===== config.mk =====
export PLATFORM = sky130hd
export DESIGN_NAME = alu_ctrl_decode
export DESIGN_NICKNAME = d
export VERILOG_FILES = /design/src/rtl/alu_ctrl_pkg.sv /design/src/rtl/alu_ctrl_comb.sv /design/src/rtl/alu_ctrl_decode.sv
export SDC_FILE = /design/constraint.sdc
export NUM_CORES = 1
export LEC_CHECK = 0
export CAP_MARGIN = 25
export CELL_PAD_IN_SITES_DETAIL_PLACEMENT = 0
export CELL_PAD_IN_SITES_GLOBAL_PLACEMENT = 1
export CORE_ASPECT_RATIO = 1.4
export CORE_MARGIN = 4
export CORE_UTILIZATION = 40
export CTS_BUF_LIST = sky130_fd_sc_hd__clkbuf_2 sky130_fd_sc_hd__clkbuf_4 sky130_fd_sc_hd__clkbuf_8
export DETAILED_ROUTE_END_ITERATION = 7
export HOLD_SLACK_MARGIN = 0.06
export PLACE_DENSITY = 0.88
export SLEW_MARGIN = 40
export SYNTH_ARGS = -nofsm -noshare
export SYNTH_HDL_FRONTEND = slang
export SYNTH_SLANG_ARGS = --single-unit

===== constraint.sdc =====
create_clock -name clk -period 2.7 [get_ports clk]
set_clock_uncertainty 0.1 [all_clocks]
set_input_delay 0.405 -clock clk [delete_from_list [all_inputs] [get_ports clk]]
set_output_delay 0.405 -clock clk [all_outputs]
set_load 0.005 [all_outputs]

===== src/rtl/alu_ctrl_pkg.sv =====
// ============================================================================
// Module : alu_ctrl_pkg
// Brief  : Shared types and constants for the RV32I -> ALU control decoder.
// Rev    : 1.0  initial release
// ============================================================================
`default_nettype none

package alu_ctrl_pkg;

    localparam logic [3:0] ALU_PASS_B = 4'h0;
    localparam logic [3:0] ALU_B_P4   = 4'h1;
    localparam logic [3:0] ALU_ADD    = 4'h2;
    localparam logic [3:0] ALU_SUB    = 4'h3;
    localparam logic [3:0] ALU_ADD_AL = 4'h4;
    localparam logic [3:0] ALU_SLL    = 4'h5;
    localparam logic [3:0] ALU_SRL    = 4'h6;
    localparam logic [3:0] ALU_SRA    = 4'h7;
    localparam logic [3:0] ALU_SLT    = 4'h8;
    localparam logic [3:0] ALU_SLTU   = 4'h9;
    localparam logic [3:0] ALU_AND    = 4'hA;
    localparam logic [3:0] ALU_OR     = 4'hB;
    localparam logic [3:0] ALU_XOR    = 4'hC;

    localparam logic [6:0] OPC_LUI    = 7'b0110111;
    localparam logic [6:0] OPC_AUIPC  = 7'b0010111;
    localparam logic [6:0] OPC_JAL    = 7'b1101111;
    localparam logic [6:0] OPC_JALR   = 7'b1100111;
    localparam logic [6:0] OPC_OP_IMM = 7'b0010011;
    localparam logic [6:0] OPC_OP     = 7'b0110011;
    localparam logic [6:0] OPC_LOAD   = 7'b0000011;
    localparam logic [6:0] OPC_STORE  = 7'b0100011;
    localparam logic [6:0] OPC_BRANCH = 7'b1100011;

    localparam logic [6:0] F7_ZERO = 7'b0000000;
    localparam logic [6:0] F7_ALT  = 7'b0100000;

    localparam logic [1:0] B_SEL_RS2 = 2'd0;
    localparam logic [1:0] B_SEL_IMM = 2'd1;
    localparam logic [1:0] B_SEL_PC  = 2'd2;

    typedef enum logic [2:0] {
        IMM_NONE = 3'd0,
        IMM_I    = 3'd1,
        IMM_S    = 3'd2,
        IMM_B    = 3'd3,
        IMM_U    = 3'd4,
        IMM_J    = 3'd5
    } imm_fmt_e;

    typedef enum logic [0:0] {
        ST_RUN  = 1'b0,
        ST_HALT = 1'b1
    } state_e;

    typedef struct packed {
        logic [3:0]  alu_op;
        logic        a_sel;
        logic [1:0]  b_sel;
        logic [31:0] imm;
        logic [4:0]  rs1;
        logic [4:0]  rs2;
        logic [4:0]  rd;
        logic        rf_we;
        logic [31:0] pc;
        logic        illegal;
    } bundle_t;

    function automatic logic [31:0] gen_imm(input logic [31:0] i, input imm_fmt_e fmt);
        logic [31:0] r;
        r = '0;
        case (fmt)
            IMM_I:   r = {{20{i[31]}}, i[31:20]};
            IMM_S:   r = {{20{i[31]}}, i[31:25], i[11:7]};
            IMM_B:   r = {{19{i[31]}}, i[31], i[7], i[30:25], i[11:8], 1'b0};
            IMM_U:   r = {i[31:12], 12'b0};
            IMM_J:   r = {{11{i[31]}}, i[31], i[19:12], i[20], i[30:21], 1'b0};
            default: r = '0;
        endcase
        return r;
    endfunction

endpackage

`default_nettype wire


===== src/rtl/alu_ctrl_comb.sv =====
// ============================================================================
// Module : alu_ctrl_comb
// Brief  : Purely combinational RV32I instruction -> ALU control bundle.
// Rev    : 1.0  initial release
// ============================================================================
`default_nettype none

module alu_ctrl_comb
    import alu_ctrl_pkg::*;
(
    input  logic [31:0] instr_i,
    input  logic [31:0] pc_i,
    output bundle_t     bundle_o
);

    bundle_t     w_b;
    imm_fmt_e    w_fmt;
    logic        w_bad;
    logic        w_shamt;
    logic [2:0]  w_f3;
    logic [6:0]  w_f7;

    assign w_f3 = instr_i[14:12];
    assign w_f7 = instr_i[31:25];

    always_comb begin
        w_b       = '0;
        w_fmt     = IMM_NONE;
        w_bad     = 1'b0;
        w_shamt   = 1'b0;
        w_b.rs1   = instr_i[19:15];
        w_b.rs2   = instr_i[24:20];
        w_b.rd    = instr_i[11:7];
        case (instr_i[6:0])
            OPC_LUI: begin
                w_b.b_sel = B_SEL_IMM; w_fmt = IMM_U; w_b.rf_we = 1'b1;
            end
            OPC_AUIPC: begin
                w_b.alu_op = ALU_ADD; w_b.a_sel = 1'b1; w_b.b_sel = B_SEL_IMM;
                w_fmt = IMM_U; w_b.rf_we = 1'b1;
            end
            OPC_JAL: begin
                w_b.alu_op = ALU_B_P4; w_b.b_sel = B_SEL_PC; w_fmt = IMM_J; w_b.rf_we = 1'b1;
            end
            OPC_JALR: begin
                w_b.alu_op = ALU_B_P4; w_b.b_sel = B_SEL_PC; w_fmt = IMM_I; w_b.rf_we = 1'b1;
                w_bad = (w_f3 != 3'b000);
            end
            OPC_OP_IMM, OPC_OP: begin
                w_b.rf_we = 1'b1;
                if (instr_i[5]) w_b.b_sel = B_SEL_RS2;
                else begin
                    w_b.b_sel = B_SEL_IMM; w_fmt = IMM_I;
                end
                case (w_f3)
                    3'b000: w_b.alu_op = (instr_i[5] && w_f7 == F7_ALT) ? ALU_SUB : ALU_ADD;
                    3'b001: begin w_b.alu_op = ALU_SLL; w_shamt = 1'b1; end
                    3'b010: w_b.alu_op = ALU_SLT;
                    3'b011: w_b.alu_op = ALU_SLTU;
                    3'b100: w_b.alu_op = ALU_XOR;
                    3'b101: begin
                        w_b.alu_op = (w_f7 == F7_ALT) ? ALU_SRA : ALU_SRL; w_shamt = 1'b1;
                    end
                    3'b110: w_b.alu_op = ALU_OR;
                    default: w_b.alu_op = ALU_AND;
                endcase
                // funct7 is only meaningful for shifts (imm form) or every reg-reg op
                if (instr_i[5] || w_shamt) begin
                    if (w_f7 == F7_ALT) w_bad = !(w_f3 == 3'b101 || (instr_i[5] && w_f3 == 3'b000));
                    else                w_bad = (w_f7 != F7_ZERO);
                end
            end
            OPC_LOAD: begin
                w_b.alu_op = ALU_ADD; w_b.b_sel = B_SEL_IMM; w_fmt = IMM_I; w_b.rf_we = 1'b1;
            end
            OPC_STORE: begin
                w_b.alu_op = ALU_ADD; w_b.b_sel = B_SEL_IMM; w_fmt = IMM_S;
            end
            OPC_BRANCH: begin
                w_b.b_sel = B_SEL_RS2; w_fmt = IMM_B;
                case (w_f3[2:1])
                    2'b00:   w_b.alu_op = ALU_SUB;
                    2'b10:   w_b.alu_op = ALU_SLT;
                    2'b11:   w_b.alu_op = ALU_SLTU;
                    default: w_bad = 1'b1;
                endcase
            end
            default: w_bad = 1'b1;
        endcase

        w_b.imm = w_shamt ? {27'b0, instr_i[24:20]} : gen_imm(instr_i, w_fmt);
        if (w_bad) w_b = '0;
        w_b.illegal = w_bad;
        w_b.pc      = pc_i;
        if (!w_b.rf_we) w_b.rd = '0;
    end

    assign bundle_o = w_b;

endmodule

`default_nettype wire


===== src/rtl/alu_ctrl_decode.sv =====
// ============================================================================
// Module : alu_ctrl_decode
// Brief  : Registered RV32I decode stage with 2-entry skid buffer.
//          Optional macro ALU_CTRL_ILLEGAL_HALT_EN halts on illegal bundles.
// Rev    : 1.0  initial release
// ============================================================================
`default_nettype none

module alu_ctrl_decode
    import alu_ctrl_pkg::*;
#(
    parameter int XLEN  = 32,
    parameter int RF_AW = 5
) (
    input  logic             clk,
    input  logic             reset,
    input  logic             in_valid,
    output logic             in_ready,
    input  logic [XLEN-1:0]  in_instr,
    input  logic [XLEN-1:0]  in_pc,
    output logic             out_valid,
    input  logic             out_ready,
    output logic [3:0]       out_alu_op,
    output logic             out_a_sel,
    output logic [1:0]       out_b_sel,
    output logic [XLEN-1:0]  out_imm,
    output logic [RF_AW-1:0] out_rs1,
    output logic [RF_AW-1:0] out_rs2,
    output logic [RF_AW-1:0] out_rd,
    output logic             out_rf_we,
    output logic [XLEN-1:0]  out_pc,
    output logic             out_illegal,
    input  logic             illegal_clr
);

    bundle_t w_dec;
    bundle_t out_q, out_d, skid_q, skid_d;
    logic    out_valid_q, out_valid_d;
    logic    skid_valid_q, skid_valid_d;
    logic    in_ready_q, in_ready_d;
    logic    w_run, w_run_d;
    logic    w_in_acc, w_out_xfer, w_out_free;

    alu_ctrl_comb u_comb (
        .instr_i  (in_instr),
        .pc_i     (in_pc),
        .bundle_o (w_dec)
    );

`ifdef ALU_CTRL_ILLEGAL_HALT_EN
    state_e state_q, state_d;

    always_comb begin
        state_d = state_q;
        case (state_q)
            ST_RUN:  if (w_out_xfer && out_q.illegal) state_d = ST_HALT;
            ST_HALT: if (illegal_clr) state_d = ST_RUN;
            default: state_d = ST_RUN;
        endcase
    end

    always_ff @(posedge clk) begin
        if (reset) state_q <= ST_RUN;
        else       state_q <= state_d;
    end

    assign w_run   = (state_q == ST_RUN);
    assign w_run_d = (state_d == ST_RUN);
`else
    logic w_unused_clr;
    assign w_unused_clr = illegal_clr;
    assign w_run        = 1'b1;
    assign w_run_d      = 1'b1;
`endif

    assign out_valid  = out_valid_q & w_run;
    assign in_ready   = in_ready_q;
    assign w_in_acc   = in_valid & in_ready_q;
    assign w_out_xfer = out_valid & out_ready;
    assign w_out_free = !out_valid_q || w_out_xfer;

    always_comb begin
        out_d        = out_q;
        out_valid_d  = out_valid_q;
        skid_d       = skid_q;
        skid_valid_d = skid_valid_q;
        if (w_out_free) begin
            // skid holds the older entry, so it always wins the output slot
            if (skid_valid_q) begin
                out_d        = skid_q;
                out_valid_d  = 1'b1;
                skid_valid_d = 1'b0;
            end else if (w_in_acc) begin
                out_d       = w_dec;
                out_valid_d = 1'b1;
            end else begin
                out_valid_d = 1'b0;
            end
        end else if (w_in_acc) begin
            skid_d       = w_dec;
            skid_valid_d = 1'b1;
        end
        in_ready_d = !skid_valid_d && w_run_d;
    end

    always_ff @(posedge clk) begin
        if (reset) begin
            out_q        <= '0;
            out_valid_q  <= 1'b0;
            skid_q       <= '0;
            skid_valid_q <= 1'b0;
            in_ready_q   <= 1'b1;
        end else begin
            out_q        <= out_d;
            out_valid_q  <= out_valid_d;
            skid_q       <= skid_d;
            skid_valid_q <= skid_valid_d;
            in_ready_q   <= in_ready_d;
        end
    end

    assign out_alu_op  = out_q.alu_op;
    assign out_a_sel   = out_q.a_sel;
    assign out_b_sel   = out_q.b_sel;
    assign out_imm     = out_q.imm;
    assign out_rs1     = out_q.rs1;
    assign out_rs2     = out_q.rs2;
    assign out_rd      = out_q.rd;
    assign out_rf_we   = out_q.rf_we;
    assign out_pc      = out_q.pc;
    assign out_illegal = out_q.illegal;

endmodule

`default_nettype wire


==> results of run 1 <==
-- logic make-up after synthesis --
kind of cell               synth area share [%]
AOI/OAI and AO/OA                          28.6
adders and majority gates                 0.778
buffers and inverters                      5.57
DFF                                        44.5
muxes                                      3.98
and+or+nand+nor                            16.6
-- cell type report --
class	instances	area, um2	share of cell area, %
multi-input combinational	633	4040	37.8
sequential	179	3590	33.6
timing repair buffer	240	2300	21.6
tap	252	315	2.95
clock buffer	19	262	2.45
clock inverter	13	124	1.16
inverter	13	48.8	0.457
-- metal layers --
metal  track usage (%)  vias to the layer above  routed length, um
met2              35.4                      162              12000
met5                 0                        -                  0
met1              26.2                     3536              10100
met4              8.50                        0                741
li1                  -                     3713                  -
met3              2.98                       38                829
-- through the flow --
step | setup slack [ns] | hold slack [ns] | area, um2 | cells | power (mW)
3_5_place_dp | -0.233 | 0.346 | 10300 | 1317 | 3.68
4_1_cts | 0.253 | 0.295 | 10700 | 1349 | 5.46
3_3_place_gp | -0.269 | 0.337 | 10300 | 1317 | 3.67
6_report | 0.210 | 0.327 | 10700 | 1349 | 5.40
2_1_floorplan | 0.428 | 0.325 | 8040 | 915 | 3.20
5_1_grt | 0.162 | 0.320 | 10700 | 1349 | 5.66
-- worst register-to-register path: stages, from the launching register on --
cell and delay (ns):
dfxtp_1 0.34, nand2b_1 0.10, or2_2 0.35, buf_4 0.35
nor3_2 0.38, buf_12 0.20, o211ai_1 0.12, a21oi_1 0.14
-- cell usage after synthesis, drive strengths merged, types with 2 or more instances --
cell type	count	area [um2]
dfxtp	179	3580
nor2	98	375
nand2	96	363
a21oi	90	450
clkbuf	70	263
a211oi	69	538
a32oi	33	289
mux2i	32	320
nand3	23	115
a22o	21	184
o211ai	21	158
buf	20	136
and3	18	118
o21ai	18	90.1
inv	13	48.8
o2bb2ai	12	168
a31o	8	70.1
a21boi	7	52.6
nand2b	6	37.5
a32o	5	50.1
and2	5	31.3
ha	5	62.6
nand3b	5	37.5
nor3	5	36.3
o22ai	4	25.0
o31ai	4	30.0
a31oi	3	18.8
nand4	3	18.8
nor2b	3	21.3
o311ai	3	26.3
or3	3	18.8
or4	3	22.5
a221oi	2	41.3
a22oi	2	15.0
and2b	2	15.0
and3b	2	17.5
nor4bb	2	20.0
o21a	2	15.0
o41ai	2	25.0
or2	2	12.5
-- power by group through the flow --
| stage | sequential [mW] | clock (mW) | combinational [mW] |
|---|---|---|---|
| finish | 2.79 | 1.79 | 0.820 |
| global placement | 2.85 | 0 | 0.820 |
| CTS | 2.79 | 1.84 | 0.827 |
| global route | 2.81 | 1.95 | 0.898 |
| floorplan | 2.85 | 0 | 0.351 |
| detailed placement | 2.86 | 0 | 0.824 |
-- flip-flops by register name (all words and copies together) (netlist names) --
register and cells:
out_imm 32, out_valid 1, out_rs1 5, out_rd 5, out_rs2 5, out_a_sel 1, out_alu_op 4, in_ready 1
skid_valid_q 1, skid_q 88, out_b_sel 2, out_pc 32, out_rf_we 1, out_illegal 1
-- worst min path at each step --
stage	end	slack, ns	cells past startpoint
after CTS	skid_q[69]$_SDFFE_PP0P_	0.29	2
after global routing	skid_q[79]$_SDFFE_PP0P_	0.32	2
final	skid_q[79]$_SDFFE_PP0P_	0.33	2
after global placement	skid_q[52]$_SDFFE_PP0P_	0.34	2
after floorplan	skid_q[50]$_SDFFE_PP0P_	0.33	2
after detailed placement	skid_q[1]$_SDFFE_PP0P_	0.35	2
==> out/results.tsv, run 1 <==
stage	metric	value	unit
run_status	status	complete, no violations	
finish	layout_common_cells	dfxtp_1 (178), clkdlybuf4s50_1 (156), nor2_1 (95), nand2_1 (95), a21oi_1 (90)	
timing	finalCritPeriodShare	92.2	%
critical_path	regToRegEndpoint	skid_q[66]$_SDFFE_PP0P_	
clocking	htreeDepth	4	
global_route	antenna_found_initial	0	
clocking	clkTransAtPathRegs	0.09	ns
timing	fin_tns_setup	0	ns
pwr	cellLeakagePower	3.76	nW
logic_synthesis	synth.distinct_cells	70	
critical_path	path_cells	clkdlybuf4s50_1 > buf_4 > or4b_1 > a311o_1 > a221oi_4 > nand3b_1 > a211oi_2	
die	core-area	0.0198	mm2
logic_synthesis	avgSynthCellArea	8.79	um2
critical_path	cp-endpoint	out_alu_op[0]$_SDFFE_PP0P_	
logic_synthesis	ys_warn_count	0	
routing	firstDrtPassIters	5	
global_route	grt_pass1_wl	37800	um
clocking	cts_tree	done	
clocking	cts.hold.buffers_added	0	
logic_synthesis	syn_inst	915	
critical_path	cp.depth	7	
timing	hold_violations	0	
finish	utilization	53.8	%
routing	routedWlPerCell	17.5	um
logic_synthesis	yosysSeqAreaShare	44.5	%
place	io_buffers	157	
critical_path	critPathTopFamily	compound AO/OA/AOI/OAI gates	
hold_path	worstHoldStart	reset	
routing	antenna_left	0	
critical_path	start_kind	primary input	
timing	slew-limit-headroom	44.6	%
critical_path	r2r_cells	7	
pwr	p_int	3.94	mW
clocking	root_buffer	clkbuf_8	
die	dieArea	0.0225	mm2
pwr	switching_share	27.1	%
critical_path	arrival	2.77	ns
timing	slew_violations	0	
global_route	grt_pass1_vias	7149	
critical_path	path_buf_inv	2	
pwr	p_switching	1.46	mW
critical_path	startpoint	in_instr[14]	
logic_synthesis	syn_area	0.00804	mm2
clocking	cts_resized	0	
logic_synthesis	ys_ff_latch	179	
pwr	p_comb_share	15.2	%
clocking	cts_sinks	179	
finish	antenna_cells	0	
logic_synthesis	synth-edff-count	0	
routing	drtIter0Drc	391	
timing	setup_violations	0	
clocking	clock_latency	0.46	ns
routing	drt-total-wl	23700	um
critical_path	critPathSlowestCell	or4b_1	
run	drv_cap	0	
timing	tightest_slew	0.822	ns
critical_path	max_stage_delay	0.55	ns
die	start_util	40.5	%
die	placement_rows	61	
clocking	cts_setup_buffers	0	
critical_path	reg2reg_from	out_valid$_SDFFE_PP0P_	
timing	fmax	402	MHz
die	num_io_pins	159	
logic_synthesis	async_flop_share	0	%
critical_path	critPathMaxFanout	6	
pwr	seqPwrFrac	51.7	%
routing	remaining_drc_errors	0	
critical_path	required	2.98	ns
clocking	clk_path_buf_depth	2	
timing	finalCriticalPeriod	2.49	ns
logic_synthesis	synth_top_flop_cell	dfxtp_1	
timing	rsz0062_at_grt	no	
finish	drive_above_1_share	14.0	%
die	die_w	128	um
pwr	irDropWorstVdd	0.302	mV
hold_path	min_path_type	in -> reg	
critical_path	end_kind	register	
die	die_y	176	um
pwr	pwr_density_cell	506	mW/mm2
critical_path	path_class	in -> reg	
pwr	clock_power_share	33.1	%
place	hpwl	16700	um
critical_path	reg2reg_slack	0.56	ns
finish	final_common_cell	dfxtp_1	
routing	vias	7449	
finish	area_growth_syn_to_layout	32.8	%
finish	nNetsFinal	1158	
logic_synthesis	syn_nets	989	
global_route	grt_overflow_total	0	
global_route	track_usage	20.8	%
routing	vias_per_cell	5.52	
clocking	numCtsBuffers	17	
place	gp_congestion	0.935	
global_route	grt_max_degree	60	
finish	nFillCells	1847	
(Power assumes the default switching activity.)
==> run 2, diff against run 1 <==
Settings changed: CORE_UTILIZATION 40 to 36, PLACE_DENSITY 0.88 to 0.84, TNS_END_PERCENT set to 5.
Clock period 2.7 ns to 2.28 ns, I/O delays scaled along.
==> out/results.tsv, run 2 (synthesized netlist as in run 1, its figures left out) <==
stage	metric	value	unit	change
die	dieArea	0.0248	mm2	+10%
hold_path	hold_path_end	skid_q[57]$_SDFFE_PP0P_		
clocking	htreeDepth	4		unchanged
critical_path	required	2.53	ns	-0.45 ns
run_status	status	complete, no violations		
pwr	switching_share	25.1	%	-2.0 points
timing	finalCritPeriodShare	96.3	%	
critical_path	critPathMaxFanout	17		+11
place	io_buffers	157		unchanged
clocking	clk_path_buf_depth	2		unchanged
global_route	grt_pass1_vias	7231		+1.1%
finish	nFillCells	2185		+18%
die	start_util	36.7	%	-3.9 points
die	core-area	0.0219	mm2	+11%
finish	layout_common_cells	dfxtp_1 (178), clkdlybuf4s50_1 (151), nor2_1 (95), nand2_1 (95)		
timing	tightest_slew	0.744	ns	-0.0781 ns
global_route	antenna_found_initial	0		unchanged
critical_path	arrival	2.45	ns	-0.32 ns
routing	remaining_drc_errors	0		unchanged
finish	antenna_cells	0		unchanged
hold_path	worstHoldStart	in_instr[28]		
pwr	cellLeakagePower	3.95	nW	+5.0%
finish	largest_reg_flops	88		unchanged
routing	wl_met3	971	um	+17%
routing	antenna_left	0		unchanged
pwr	clock_power_share	35.1	%	+2.0 points
critical_path	path_class	in -> reg		
critical_path	end_kind	register		
clocking	cts_setup_buffers	0		unchanged
timing	slew_violations	0		unchanged
global_route	grt_pass1_wl	38400	um	+1.4%
die	placement_rows	64		+4.9%
routing	firstDrtPassIters	5		unchanged
critical_path	reg2reg_slack	0.28	ns	-0.28 ns
critical_path	reg2reg_from	out_valid$_SDFFE_PP0P_		
critical_path	r2r_cells	7		unchanged
routing	drt-total-wl	24200	um	+2.1%
critical_path	path_common_cell	buf_4		
hold_path	min_path_cells	3		+1
finish	nNetsFinal	1176		+1.6%
die	die_y	185	um	+5.2%
global_route	grt_max_degree	70		+17%
hold_path	min_path_type	in -> reg		
routing	drtIter0Drc	401		+2.6%
critical_path	regToRegEndpoint	skid_q[67]$_SDFFE_PP0P_		
die	die_w	134	um	+5.1%
pwr	irDropWorstVdd	0.366	mV	+21%
place	placed_cells	1379		+4.7%
critical_path	critPathSlowestCell	clkdlybuf4s50_1		
timing	setup_violations	0		unchanged
finish	final_common_cell	dfxtp_1		
timing	rsz0062_at_grt	no		
run	drv_cap	0		unchanged
place	gp_congestion	0.887		-5.1%
timing	finalCriticalPeriod	2.20	ns	
global_route	grt_overflow_total	0		unchanged
critical_path	path_cells	clkdlybuf4s50_1 > buf_4 > nor2_1 > o41ai_2 > buf_4 > nor3_4 > buf_12 > and3_4 > a31o_2		
finish	area_growth_syn_to_layout	36.7	%	
routing	top_layer_used	met4		
routing	vias	7522		+0.98%
pwr	p_switching	1.67	mW	+14%
pwr	p_int	4.98	mW	+26%
pwr	p_comb_share	15.2	%	about the same
finish	fin_cells	1412		+4.7%
routing	routedWlPerCell	17.1	um	-2.4%
finish	regMostFlops	skid_q		
place	hpwl	17500	um	+5.0%
timing	hold_violations	0		unchanged
clocking	numCtsBuffers	17		unchanged
pwr	seqPwrFrac	49.8	%	-1.9 points
pwr	pwr_density_cell	604	mW/mm2	+19%
routing	route.met2.wl	12300	um	+2.9%
routing	wl_met1	9910	um	-2.0%
clocking	clkTransAtPathRegs	0.08	ns	about the same
critical_path	max_stage_delay	0.48	ns	-0.07 ns
timing	fmax	455	MHz	
clocking	root_buffer	clkbuf_8		
critical_path	start_kind	primary input		
clocking	cts_sinks	179		unchanged
timing	fin_tns_setup	0	ns	unchanged
die	num_io_pins	159		unchanged
timing	slew-limit-headroom	50.4	%	+5.8 points
global_route	track_usage	19.3	%	-1.5 points
finish	drive_above_1_share	16.0	%	+1.9 points
routing	vias_per_cell	5.33		-3.5%
clocking	clock_latency	0.45	ns	about the same
clocking	cts_tree	done		
## run 2: worst max path at each step
stage / from / to / slack, ns / cells after the start
after global placement: in_instr[26] / out_alu_op[3]$_SDFFE_PP0P_ / -0.44 / 6
final: in_instr[2] / out_rd[0]$_SDFFE_PP0P_ / 0.08 / 9
after global routing: in_instr[2] / out_imm[20]$_SDFFE_PP0P_ / 0.02 / 10
after detailed placement: in_instr[14] / skid_q[58]$_SDFFE_PP0P_ / -0.49 / 7
after floorplan: in_instr[14] / skid_q[35]$_SDFFE_PP0P_ / 0.07 / 9
after CTS: in_instr[26] / out_alu_op[0]$_SDFFE_PP0P_ / 0.01 / 6
## run 2: timing repair
action / 4_1_cts / 5_1_grt
pin swaps: 0 / 4
hold endpoints to repair: 3 / 0
setup endpoints to repair: 2 / 54
resized for setup: 1 / 13
hold buffers: 1 / 0
## run 2: area by class of cell
cell class                 count  area (um2)  share of cell area, %
clock buffer                  24         305                   2.78
clock inverter                 8         125                   1.14
inverter                      13        48.8                  0.444
multi-input combinational    633        4080                   37.1
sequential                   179        3590                   32.6
tap                          297         372                   3.38
timing repair buffer         258        2480                   22.6
## run 2: power by group through the flow
stage | registers (mW) | clock network [mW] | logic (mW)
global placement | 3.38 | 0 | 1.00
floorplan | 3.38 | 0 | 0.416
CTS | 3.31 | 2.41 | 1.01
global route | 3.32 | 2.52 | 1.10
finish | 3.31 | 2.33 | 1.01
detailed placement | 3.38 | 0 | 1.01
## run 2: metrics by stage
stage / hold WS (ns) / instance area (um2) / setup slack (ns) / power (mW) / util (%)
finish: 0.177 / 11000 / 0.0833 / 6.64 / 50.1
global route: 0.163 / 11000 / 0.0217 / 6.95 / 50.1
CTS: 0.315 / 11000 / 0.0143 / 6.73 / 49.9
detailed placement: 0.346 / 10500 / -0.486 / 4.39 / 47.9
global placement: 0.341 / 10500 / -0.443 / 4.38 / 47.9
floorplan: 0.325 / 8040 / 0.0708 / 3.80 / -
## run 2: layer usage
layer | vias to the layer above | track usage (%)
met5 | - | 0
met4 | 0 | 9.37
met3 | 40 | 3.10
met2 | 190 | 33.9
met1 | 3556 | 22.8
li1 | 3736 | -
## run 2: critical path, delay by kind of cell
family / cells / cell delay [ns]
AO/OA/AOI/OAI: 2 / 0.63
AND/OR/NAND/NOR: 3 / 0.41
buffers and inverters: 4 / 1.07
==> run 3, diff against run 2 <==
Settings changed: CELL_PAD_IN_SITES_DETAIL_PLACEMENT 0 to unset, CELL_PAD_IN_SITES_GLOBAL_PLACEMENT 1 to unset, CORE_UTILIZATION 36 to 40, PLACE_DENSITY 0.84 to 0.73.
==> out/results.tsv, run 3 (synthesized netlist as in run 1, its figures left out) <==
stage	metric	value	unit	change
place	gp_congestion	0.968		+9.1%
hold_path	worstHoldStart	reset		
critical_path	end_kind	register		
critical_path	arrival	2.52	ns	+0.07 ns
clocking	numCtsBuffers	17		unchanged
pwr	irDropWorstVdd	0.353	mV	-3.7%
die	num_io_pins	159		unchanged
clocking	cts_sinks	179		unchanged
pwr	seqPwrFrac	51.1	%	+1.3 points
timing	fin_tns_setup	0	ns	unchanged
routing	antenna_left	0		unchanged
timing	rsz0062_at_grt	yes		
clocking	cts_setup_buffers	0		unchanged
finish	regMostFlops	skid_q		
finish	antenna_cells	0		unchanged
critical_path	reg2reg_slack	0.22	ns	-0.06 ns
clocking	htreeDepth	4		unchanged
pwr	p_comb_share	15.7	%	+0.5 points
critical_path	required	2.57	ns	+0.04 ns
pwr	clock_power_share	33.2	%	-1.9 points
finish	design_area	0.0109	mm2	-0.98%
critical_path	reg2reg_from	out_valid$_SDFFE_PP0P_		
finish	layout_common_cells	dfxtp_1 (178), clkdlybuf4s50_1 (156), nand2_1 (95)		
finish	area_growth_syn_to_layout	35.3	%	
pwr	cellLeakagePower	3.86	nW	-2.2%
run_status	status	complete, no violations		
die	dieArea	0.0225	mm2	-9.5%
critical_path	max_stage_delay	0.59	ns	+0.11 ns
critical_path	critPathMaxFanout	6		-11
critical_path	path_class	in -> reg		
global_route	grt_pass1_wl	37100	um	-3.3%
global_route	grt_pass1_vias	7037		-2.7%
finish	nNetsFinal	1173		-0.26%
hold_path	min_path_cells	3		unchanged
timing	finalCriticalPeriod	2.23	ns	+0.0372 ns
finish	final_common_cell	dfxtp_1		
hold_path	min_path_type	in -> reg		
timing	tightest_slew	0.658	ns	-0.0864 ns
clocking	clock_latency	0.46	ns	about the same
clocking	clk_path_buf_depth	2		unchanged
die	core-area	0.0198	mm2	-9.6%
global_route	track_usage	20.6	%	+1.3 points
place	hpwl	16800	um	-4.2%
die	placement_rows	61		-4.7%
clocking	root_buffer	clkbuf_8		
pwr	p_int	4.67	mW	-6.2%
timing	slew-limit-headroom	56.2	%	+5.8 points
critical_path	path_cells	clkdlybuf4s50_1 > or4b_1 > a311o_1 > a221oi_4 > nand3b_1 > a211oi_2		
critical_path	critPathSlowestCell	or4b_1		
critical_path	startpoint	in_instr[14]		
timing	fmax	448	MHz	-1.7%
routing	drtIter0Drc	448		+12%
clocking	cts.hold.buffers_added	0		-1
place	post_dp_cell_area	0.0104	mm2	-0.73%
clocking	cts_tree	done		
routing	routedWlPerCell	17.3	um	+1.3%
routing	vias_per_cell	5.53		+3.9%
routing	drt-total-wl	23600	um	-2.1%
timing	finalCritPeriodShare	98.0	%	+1.6 points
die	die_w	128	um	-4.8%
die	die_y	176	um	-4.9%
pwr	pwr_density_cell	594	mW/mm2	-1.7%
timing	slew_violations	0		unchanged
global_route	antenna_found_initial	0		unchanged
pwr	p_switching	1.79	mW	+7.7%
timing	hold_violations	0		unchanged
routing	remaining_drc_errors	0		unchanged
pwr	switching_share	27.8	%	+2.7 points
clocking	clkTransAtPathRegs	0.09	ns	about the same
clocking	cts_resized	0		-1
critical_path	start_kind	primary input		
timing	setup_violations	0		unchanged
global_route	grt_overflow_total	0		unchanged
timing	hold_ws	0.304	ns	+0.127 ns
global_route	grt_max_degree	122		+74%
routing	vias	7548		+0.35%
finish	drive_above_1_share	16.0	%	+0.043 points
finish	nFillCells	1806		-17%
finish	largest_reg_flops	88		unchanged
run	drv_cap	0		unchanged
critical_path	r2r_cells	5		-2
die	start_util	40.5	%	+3.9 points
place	io_buffers	157		unchanged
routing	firstDrtPassIters	5		unchanged
==> run 3: cell types whose count changed in the layout (fill, tap and decap cells not counted), sizes merged <==
cell	change
clkinv	-1
bufinv	-2
clkinvlp	+1
dlygate4sd3	-1
inv	+8
dlymetal6s2s	-5
buf	-2
clkbuf	-6
clkdlybuf4s50	+5
==> run 3: cell type report <==
| type | count | area [um2] | share of cell area, % |
|---|---|---|---|
| clock buffer | 18 | 241 | 2.22 |
| timing repair buffer | 255 | 2440 | 22.4 |
| tap | 252 | 315 | 2.90 |
| multi-input combinational | 633 | 4110 | 37.7 |
| inverter | 13 | 48.8 | 0.448 |
| clock inverter | 14 | 144 | 1.32 |
| sequential | 179 | 3590 | 33.0 |
==> run 3: through the flow <==
step / power [mW] / utilization, % / setup WS [ns] / cells
3_3_place_gp: 4.37 / 52.6 / -0.467 / 1332
5_1_grt: 6.73 / 54.9 / -0.0200 / 1364
2_1_floorplan: 3.80 / - / 0.0708 / 915
6_report: 6.46 / 54.9 / 0.0461 / 1364
3_5_place_dp: 4.38 / 52.6 / -0.500 / 1332
4_1_cts: 6.51 / 54.5 / 0.00184 / 1364
==> run 3: path summary, 6_finish.rpt <==
kind                                                   end
worst max-delay path            out_alu_op[3]$_SDFFE_PP0P_
worst min-delay path                out_valid$_SDFFE_PP0P_
worst max register to register     skid_q[50]$_SDFFE_PP0P_
worst min register to register     skid_q[24]$_SDFFE_PP0P_
==> run 3: layer usage <==
metal	vias to the layer above	wire length [um]	track usage, %
met1	3534	9490	24.5
met5	-	0	0
met4	0	802	8.94
li1	3742	-	-
met2	223	12300	36.0
met3	49	1060	3.65
==> run 3: power groups by stage <==
stage	clock network [mW]	logic [mW]	registers, mW
finish	2.15	1.01	3.30
global route	2.31	1.10	3.32
CTS	2.19	1.01	3.31
detailed placement	0	1.00	3.38
global placement	0	0.997	3.38
floorplan	0	0.416	3.38
==> run 3: worst max-delay path: cells and delay by family <==
kind                   cells  cell delay [ns]
AOI/OAI and AO/OA          3             0.98
buffers and inverters      1             0.46
and+or+nand+nor            2             0.73
